==> config.mk <==
export PLATFORM = sky130hd
export DESIGN_NAME = fetch_sequencer_flat
export DESIGN_NICKNAME = d
export VERILOG_FILES = /design/src/rtl/fetch_sequencer_pkg.sv /design/src/rtl/fetch_sequencer_if.sv /design/src/rtl/fetch_sequencer_out_stage.sv /design/src/rtl/fetch_sequencer.sv /design/src/flat_wrapper.sv
export SDC_FILE = /design/constraint.sdc
export NUM_CORES = 1
export LEC_CHECK = 0
export BUFFER_PORTS_ARGS = -buffer_cell sky130_fd_sc_hd__buf_2
export CAP_MARGIN = 20
export CORE_AREA = 5 5 168 170
export DETAILED_ROUTE_END_ITERATION = 6
export DIE_AREA = 0 0 173 175
export SKIP_LAST_GASP = 1
export SLEW_MARGIN = 15
export SYNTH_ARGS = -nofsm -noshare
export SYNTH_HDL_FRONTEND = slang
export SYNTH_HIERARCHICAL = 1
export SYNTH_SLANG_ARGS = --single-unit
export TNS_END_PERCENT = 5
==> constraint.sdc <==
create_clock -name Clk -period 4.15 [get_ports Clk]
set_clock_uncertainty 0.15 [all_clocks]
set_input_delay 0.415 -clock Clk [delete_from_list [all_inputs] [get_ports Clk]]
set_output_delay 0.415 -clock Clk [all_outputs]
set_load 0.005 [all_outputs]
==> src/rtl/fetch_sequencer_pkg.sv <==
// Shared definitions for the instruction-fetch sequencer: FSM state encoding,
// the word placed on Instruction when the output stage is flushed, and the
// program-counter increment.
package fetch_sequencer_pkg;

    typedef enum logic [1:0] {
        ST_IDLE   = 2'd0,
        ST_RUN    = 2'd1,
        ST_HALTED = 2'd2,
        ST_FAULT  = 2'd3
    } fetch_state_e;

    localparam logic [31:0] NOP_WORD = 32'h0000_0000;
    localparam int          PC_INC   = 4;

endpackage

==> src/rtl/fetch_sequencer_if.sv <==
// Bundles the instruction-memory read port and the IF/ID valid/ready
// handshake. The sequencer is the master; memory and IF/ID sit on the slave side.
interface fetch_sequencer_if #(
    parameter int ADDR_W = 32
);
    logic [ADDR_W-1:0] ImemAddress;
    logic [31:0]       ImemInstruction;
    logic              InstrValid;
    logic              InstrReady;
    logic [31:0]       Instruction;
    logic [ADDR_W-1:0] InstrPC;
    logic [ADDR_W-1:0] PCPlus4;

    modport master (
        output ImemAddress,
        input  ImemInstruction,
        output InstrValid,
        input  InstrReady,
        output Instruction,
        output InstrPC,
        output PCPlus4
    );

    modport slave (
        input  ImemAddress,
        output ImemInstruction,
        input  InstrValid,
        output InstrReady,
        input  Instruction,
        input  InstrPC,
        input  PCPlus4
    );
endinterface

==> src/rtl/fetch_sequencer_out_stage.sv <==
// Single-entry valid/ready output register. It holds the fetched word together
// with its PC and PC+4. A flush drops the held word. A load captures a new one.
// Otherwise the entry drains once the consumer accepts it.
module fetch_out_stage
    import fetch_sequencer_pkg::*;
#(
    parameter int ADDR_W = 32
) (
    input  logic              clk,
    input  logic              rst_n,
    input  logic              flush,
    input  logic              load,
    input  logic              ready,
    input  logic [31:0]       instr_in,
    input  logic [ADDR_W-1:0] pc_in,
    output logic              valid_o,
    output logic [31:0]       instr_o,
    output logic [ADDR_W-1:0] pc_o,
    output logic [ADDR_W-1:0] pc4_o
);

    logic              valid_q, valid_d;
    logic [31:0]       instr_q, instr_d;
    logic [ADDR_W-1:0] pc_q, pc_d;
    logic [ADDR_W-1:0] pc4_q, pc4_d;

    // Next-state of the entry: flush beats load, and load beats drain.
    always_comb begin
        valid_d = valid_q;
        instr_d = instr_q;
        pc_d    = pc_q;
        pc4_d   = pc4_q;
        if (flush) begin
            valid_d = 1'b0;
            instr_d = NOP_WORD;
        end else if (load) begin
            valid_d = 1'b1;
            instr_d = instr_in;
            pc_d    = pc_in;
            pc4_d   = pc_in + ADDR_W'(PC_INC);
        end else if (ready) begin
            valid_d = 1'b0;
        end
    end

    // Entry registers, cleared immediately on reset.
    always_ff @(posedge clk or negedge rst_n) begin
        if (!rst_n) begin
            valid_q <= 1'b0;
            instr_q <= NOP_WORD;
            pc_q    <= '0;
            pc4_q   <= ADDR_W'(PC_INC);
        end else begin
            valid_q <= valid_d;
            instr_q <= instr_d;
            pc_q    <= pc_d;
            pc4_q   <= pc4_d;
        end
    end

    assign valid_o = valid_q;
    assign instr_o = instr_q;
    assign pc_o    = pc_q;
    assign pc4_o   = pc4_q;

endmodule

==> src/rtl/fetch_sequencer.sv <==
// Instruction-fetch controller. It owns the PC and the IDLE/RUN/HALTED/FAULT FSM,
// and it feeds fetched words into the output stage toward IF/ID.
module fetch_sequencer
    import fetch_sequencer_pkg::*;
#(
    parameter int                ADDR_W     = 32,
    parameter int                IMEM_DEPTH = 128,
    parameter logic [ADDR_W-1:0] RESET_PC   = '0
) (
    input  logic              Clk,
    input  logic              Reset_n,
    input  logic              Start,
    input  logic              Redirect,
    input  logic [ADDR_W-1:0] RedirectTarget,
    output logic              Halted,
    output logic              Fault,
    fetch_sequencer_if.master bus
);

    fetch_state_e      state_q, state_d;
    logic [ADDR_W-1:0] pc_q, pc_d;
    logic              load;
    logic              flush;
    logic              target_illegal;
    logic              pc_at_last;

    // A target is unusable if it is misaligned or if it points past the end of memory.
    always_comb begin
        target_illegal = (RedirectTarget[1:0] != 2'b00) ||
                         ((RedirectTarget >> 2) >= ADDR_W'(IMEM_DEPTH));
        pc_at_last     = ((pc_q >> 2) == ADDR_W'(IMEM_DEPTH - 1));
    end

    // FSM and PC update. In RUN, a redirect outranks a fetch. A fetch from the
    // last word halts instead of advancing, so the PC saturates there.
    always_comb begin
        state_d = state_q;
        pc_d    = pc_q;
        load    = 1'b0;
        flush   = 1'b0;
        case (state_q)
            ST_IDLE: begin
                if (Start) begin
                    state_d = ST_RUN;
                    pc_d    = RESET_PC;
                end
            end
            ST_RUN: begin
                if (Redirect) begin
                    flush = 1'b1;
                    if (target_illegal) begin
                        state_d = ST_FAULT;
                    end else begin
                        pc_d = RedirectTarget;
                    end
                end else if (!bus.InstrValid || bus.InstrReady) begin
                    load = 1'b1;
                    if (pc_at_last) begin
                        state_d = ST_HALTED;
                    end else begin
                        pc_d = pc_q + ADDR_W'(PC_INC);
                    end
                end
            end
            ST_HALTED: begin
                if (Start) begin
                    state_d = ST_RUN;
                    pc_d    = RESET_PC;
                    flush   = 1'b1;
                end
            end
            ST_FAULT: begin
                flush = 1'b1;
            end
            default: begin
                state_d = ST_FAULT;
                flush   = 1'b1;
            end
        endcase
    end

    // State and PC registers, cleared immediately on reset.
    always_ff @(posedge Clk or negedge Reset_n) begin
        if (!Reset_n) begin
            state_q <= ST_IDLE;
            pc_q    <= RESET_PC;
        end else begin
            state_q <= state_d;
            pc_q    <= pc_d;
        end
    end

    fetch_out_stage #(
        .ADDR_W (ADDR_W)
    ) u_out_stage (
        .clk      (Clk),
        .rst_n    (Reset_n),
        .flush    (flush),
        .load     (load),
        .ready    (bus.InstrReady),
        .instr_in (bus.ImemInstruction),
        .pc_in    (pc_q),
        .valid_o  (bus.InstrValid),
        .instr_o  (bus.Instruction),
        .pc_o     (bus.InstrPC),
        .pc4_o    (bus.PCPlus4)
    );

    assign bus.ImemAddress = pc_q;
    assign Halted          = (state_q == ST_HALTED);
    assign Fault           = (state_q == ST_FAULT);

endmodule

==> src/flat_wrapper.sv <==
// flat-port wrapper written by rule: the top's interface ports become plain ports
module fetch_sequencer_flat import fetch_sequencer_pkg::*;
#(
    parameter int                ADDR_W     = 32,
    parameter int                IMEM_DEPTH = 128,
    parameter logic [ADDR_W-1:0] RESET_PC   = '0
)
  (Clk, Reset_n, Start, Redirect, RedirectTarget, Halted, Fault, bus_ImemAddress, bus_ImemInstruction, bus_InstrValid, bus_InstrReady, bus_Instruction, bus_InstrPC, bus_PCPlus4);
  fetch_sequencer_if #(.ADDR_W(ADDR_W)) bus_i ();
  input  logic Clk;
  input  logic Reset_n;
  input  logic Start;
  input  logic Redirect;
  input  logic [ADDR_W-1:0] RedirectTarget;
  output logic Halted;
  output logic Fault;
  output wire logic [$bits(bus_i.ImemAddress)-1:0] bus_ImemAddress;
  input wire logic [$bits(bus_i.ImemInstruction)-1:0] bus_ImemInstruction;
  output wire logic [$bits(bus_i.InstrValid)-1:0] bus_InstrValid;
  input wire logic [$bits(bus_i.InstrReady)-1:0] bus_InstrReady;
  output wire logic [$bits(bus_i.Instruction)-1:0] bus_Instruction;
  output wire logic [$bits(bus_i.InstrPC)-1:0] bus_InstrPC;
  output wire logic [$bits(bus_i.PCPlus4)-1:0] bus_PCPlus4;
  assign bus_ImemAddress = bus_i.ImemAddress;
  assign bus_i.ImemInstruction = bus_ImemInstruction;
  assign bus_InstrValid = bus_i.InstrValid;
  assign bus_i.InstrReady = bus_InstrReady;
  assign bus_Instruction = bus_i.Instruction;
  assign bus_InstrPC = bus_i.InstrPC;
  assign bus_PCPlus4 = bus_i.PCPlus4;
  fetch_sequencer #(.ADDR_W(ADDR_W), .IMEM_DEPTH(IMEM_DEPTH), .RESET_PC(RESET_PC)) u_core (.Clk(Clk), .Reset_n(Reset_n), .Start(Start), .Redirect(Redirect), .RedirectTarget(RedirectTarget), .Halted(Halted), .Fault(Fault), .bus(bus_i));
endmodule
==> metrics <==
predominant post-synthesis flop cell dfrtp_1; sw power 1.84 mW; Placeable Area 26600 µm²; largest net degree at the start of global routing 102; final WL 21.6 mm; sw frac 0.377; slowest cell delay on critical path 0.69 ns; fin crit period 3.04 ns; status complete, no violations; vias in the first global route 5653; Post-synth EDFFs 0; Slew Viols, Final 0; worst reg2reg startpoint u_core/bus.ImemAddress[2]; post-synth cell types 62; Bufs on Longest Clock Path 2; gr usage total 0.143; startpoint type of the worst setup path register; sequential cell area fraction in the yosys report 0.497; HP Class input pin to register; first-pass GRT wire length 34.1 mm; Routed Antenna Nets 0; row count 60; max cap viols 0; Max Fclk 329 MHz; Setup Viol. Count Final 0; initial antenna violation count 2; IO Pins 200; Yosys warning count 6; Skew-Pair Late Insertion Delay 0.42 ns; kind of critical path register to register; Max VDD drop 0.185 mV; FF-to-FF End u_core/bus.ImemAddress[10]; Clk pin slew, worst setup/hold paths 0.07 ns; antenna cell count 0; die width 173 µm; Post-Synth XOR/XNOR Area 0.0364; Slew HR 0.352; Post-Syn Instances 650; Synth Area in Adders 0.00385; unrepaired setup endpoints after global routing no; Slew @ Worst Pin 0.973 ns; Util after Layout 0.317; die area 30300 µm²; top cells by instance count after synthesis dfrtp_1, nor2_1, nand2_1; Synth async-reset ratio 1.00; Crit-path slowest cell nor3_2; CTS tree done; Fin Hold WS 0.0822 ns; Pint 3.05 mW; worst path bufs/invs 1; part of the cycle the worst path needs 0.734; DRT Pass-1 Iters 5; CTS buffer count 17; Initial Util 0.245; Net Count, Synth 721; register bit total from synthesis 129; setup TNS 0 ns; Layout Cell Area excl Fill 8430 µm²; top cell type by total area after synthesis dfrtp_1; H-tree Lvls 4; mux cell area share after synthesis 0.104; Flop pwr share 0.390; Pleak 3.98 nW; final hold violation count 0; Top Family by Delay on Critical Path simple AND/OR/NAND/NOR gates; # clock sinks 129; Area growth syn-to-layout 29.7%; combinational share of power 0.314; largest family of logic cells by synthesized area simple AND/OR/NAND/NOR gates; Root Driver clkbuf_16; vias per std cell 4.77; FILL cells 2833; Via Count 5720; Compound-Gate Fraction of Synth Area 0.120; Post-route DRC 0; DP HPWL 15.6 mm; syn avg cell area 10.0 µm²; placer congestion estimate 0.857; Arr. time, crit path 3.22 ns; nets 916; PD cells 580 nW/µm²; Crit Path Max Fanout 17; start point of the critical path u_core/bus.ImemAddress[2]; Reg2Reg Depth 8; Remaining Overflow, GRT 0; DR WL/cell 18.0 µm; area share of the largest cell type after synthesis 0.492; top-count cell post-synth dfrtp_1; R2R setup slack 1.11 ns; CP Cell Sequence ha_1 -> nand3_1 -> nor4_1 -> a311oi_1 -> nor3_2 -> buf_4 -> a21oi_1 -> o22ai_1; crit path to u_core/bus.ImemAddress[10]; die height 175 µm; Placement Cell Area 7860 µm²; Mapped Area 6500 µm²; CP required 4.32 ns; DR iter-0 viols 574; Post-Synth Simple-Gate Area 0.194; layout cells sized above 1 0.348; top cells by area, synth dfrtp_1, mux2i_1, mux2_2; PortBufs 199; endpoint class of the critical path register; Worst path depth 8; Clk pwr share 0.296
-- power groups by stage --
stage	Clock [mW]	Sequential [mW]	Combinational, mW
2_1_floorplan	0	1.91	0.813
3_3_place_gp	0	1.92	1.55
3_5_place_dp	0	1.93	1.56
4_1_cts	1.50	1.91	1.57
5_1_grt	1.56	1.97	1.71
6_report	1.45	1.91	1.53
-- final cells by class --
cell class | instances | area (µm²) | share of cell area
Clock buffer | 17 | 425 | 0.0504
Clock inverter | 15 | 139 | 0.0165
Inverter | 18 | 67.6 | 0.00801
Multi-Input combinational cell | 461 | 3000 | 0.356
Sequential cell | 129 | 3230 | 0.383
Tap cell | 341 | 427 | 0.0506
Timing Repair Buffer | 218 | 1150 | 0.136
-- sequential cells by signal, summed over array words and instances (netlist names) --
signal / flops
u_core/bus.ImemAddress: 32
u_core/u_out_stage/instr_o: 32
u_core/u_out_stage/pc_o: 32
u_core/u_out_stage/pc4_o: 30
u_core/state_q: 2
u_core/u_out_stage/valid_o: 1
-- repair_timing --
action,4_1_cts,5_1_grt
setup buffers,0,0
resized for setup,0,0
hold buffers,1,0
endpoints found under the hold margin,15,0
-- routing by layer --
layer  up-vias  global-route usage  part of all wire
li1       2731                   -                 -
met1      2731               0.191              0.45
met2       233               0.225              0.46
met3        21              0.0476             0.077
met4         4              0.0353             0.012
met5         -                   0            0.0012
-- kinds of logic after synthesis --
logic type               Yosys count
XOR/XNOR                          27
buffers and inverters             60
adder cells (fa/ha/maj)            2
multiplexers                      64
flip-flops                       129
AND/OR/NAND/NOR                  234
AO/OA/AOI/OAI                    134
-- metrics by stage --
stage          power (mW)  cells  setup slack (ns)
2_1_floorplan        2.72    650              1.71
3_3_place_gp         3.48   1166              1.24
3_5_place_dp         3.50   1166              1.20
4_1_cts              4.98   1199              1.14
5_1_grt              5.24   1199             0.922
6_report             4.89   1199              1.11
-- layout by cell type, fill, tap and decap left out, types with 19 or more instances in the layout --
| cell | netlist | final |
|---|---|---|
| buf_2 | 16 | 198 |
| dfrtp_1 | 128 | 128 |
| nor2_1 | 57 | 56 |
| nand2_1 | 52 | 52 |
| o21ai_0 | 41 | 41 |
| mux2i_1 | 34 | 34 |
| a21oi_1 | 33 | 33 |
| mux2_2 | 30 | 30 |
| nand4_1 | 22 | 22 |
| nand3_1 | 19 | 19 |
| o21ai_1 | 19 | 19 |
| xor2_1 | 19 | 19 |
-- how the worst min path moves through the flow --
stage / startpoint / end / slack, ns / depth (start not counted)
6_report: bus_ImemInstruction[5] / u_core/u_out_stage/instr_o[5] / 0.08 / 3
3_5_place_dp: u_core/u_out_stage/pc4_o[9] / u_core/u_out_stage/pc4_o[9] / 0.32 / 2
3_3_place_gp: u_core/u_out_stage/pc4_o[13] / u_core/u_out_stage/pc4_o[13] / 0.31 / 2
5_1_grt: bus_ImemInstruction[12] / u_core/u_out_stage/instr_o[12] / 0.07 / 3
4_1_cts: bus_ImemInstruction[12] / u_core/u_out_stage/instr_o[12] / 0.06 / 3
2_1_floorplan: Reset_n / u_core/bus.ImemAddress[0] / -0.03 / 0
-- worst register-to-register path: stages (launching register included) --
cell and delay, ns:
dfrtp_1 0.50, ha_1 0.24, nand3_1 0.14, nor4_1 0.40, a311oi_1 0.19, nor3_2 0.69, buf_4 0.37, a21oi_1 0.08
o22ai_1 0.18
No activity file was read; power rests on OpenSTA's default activity.
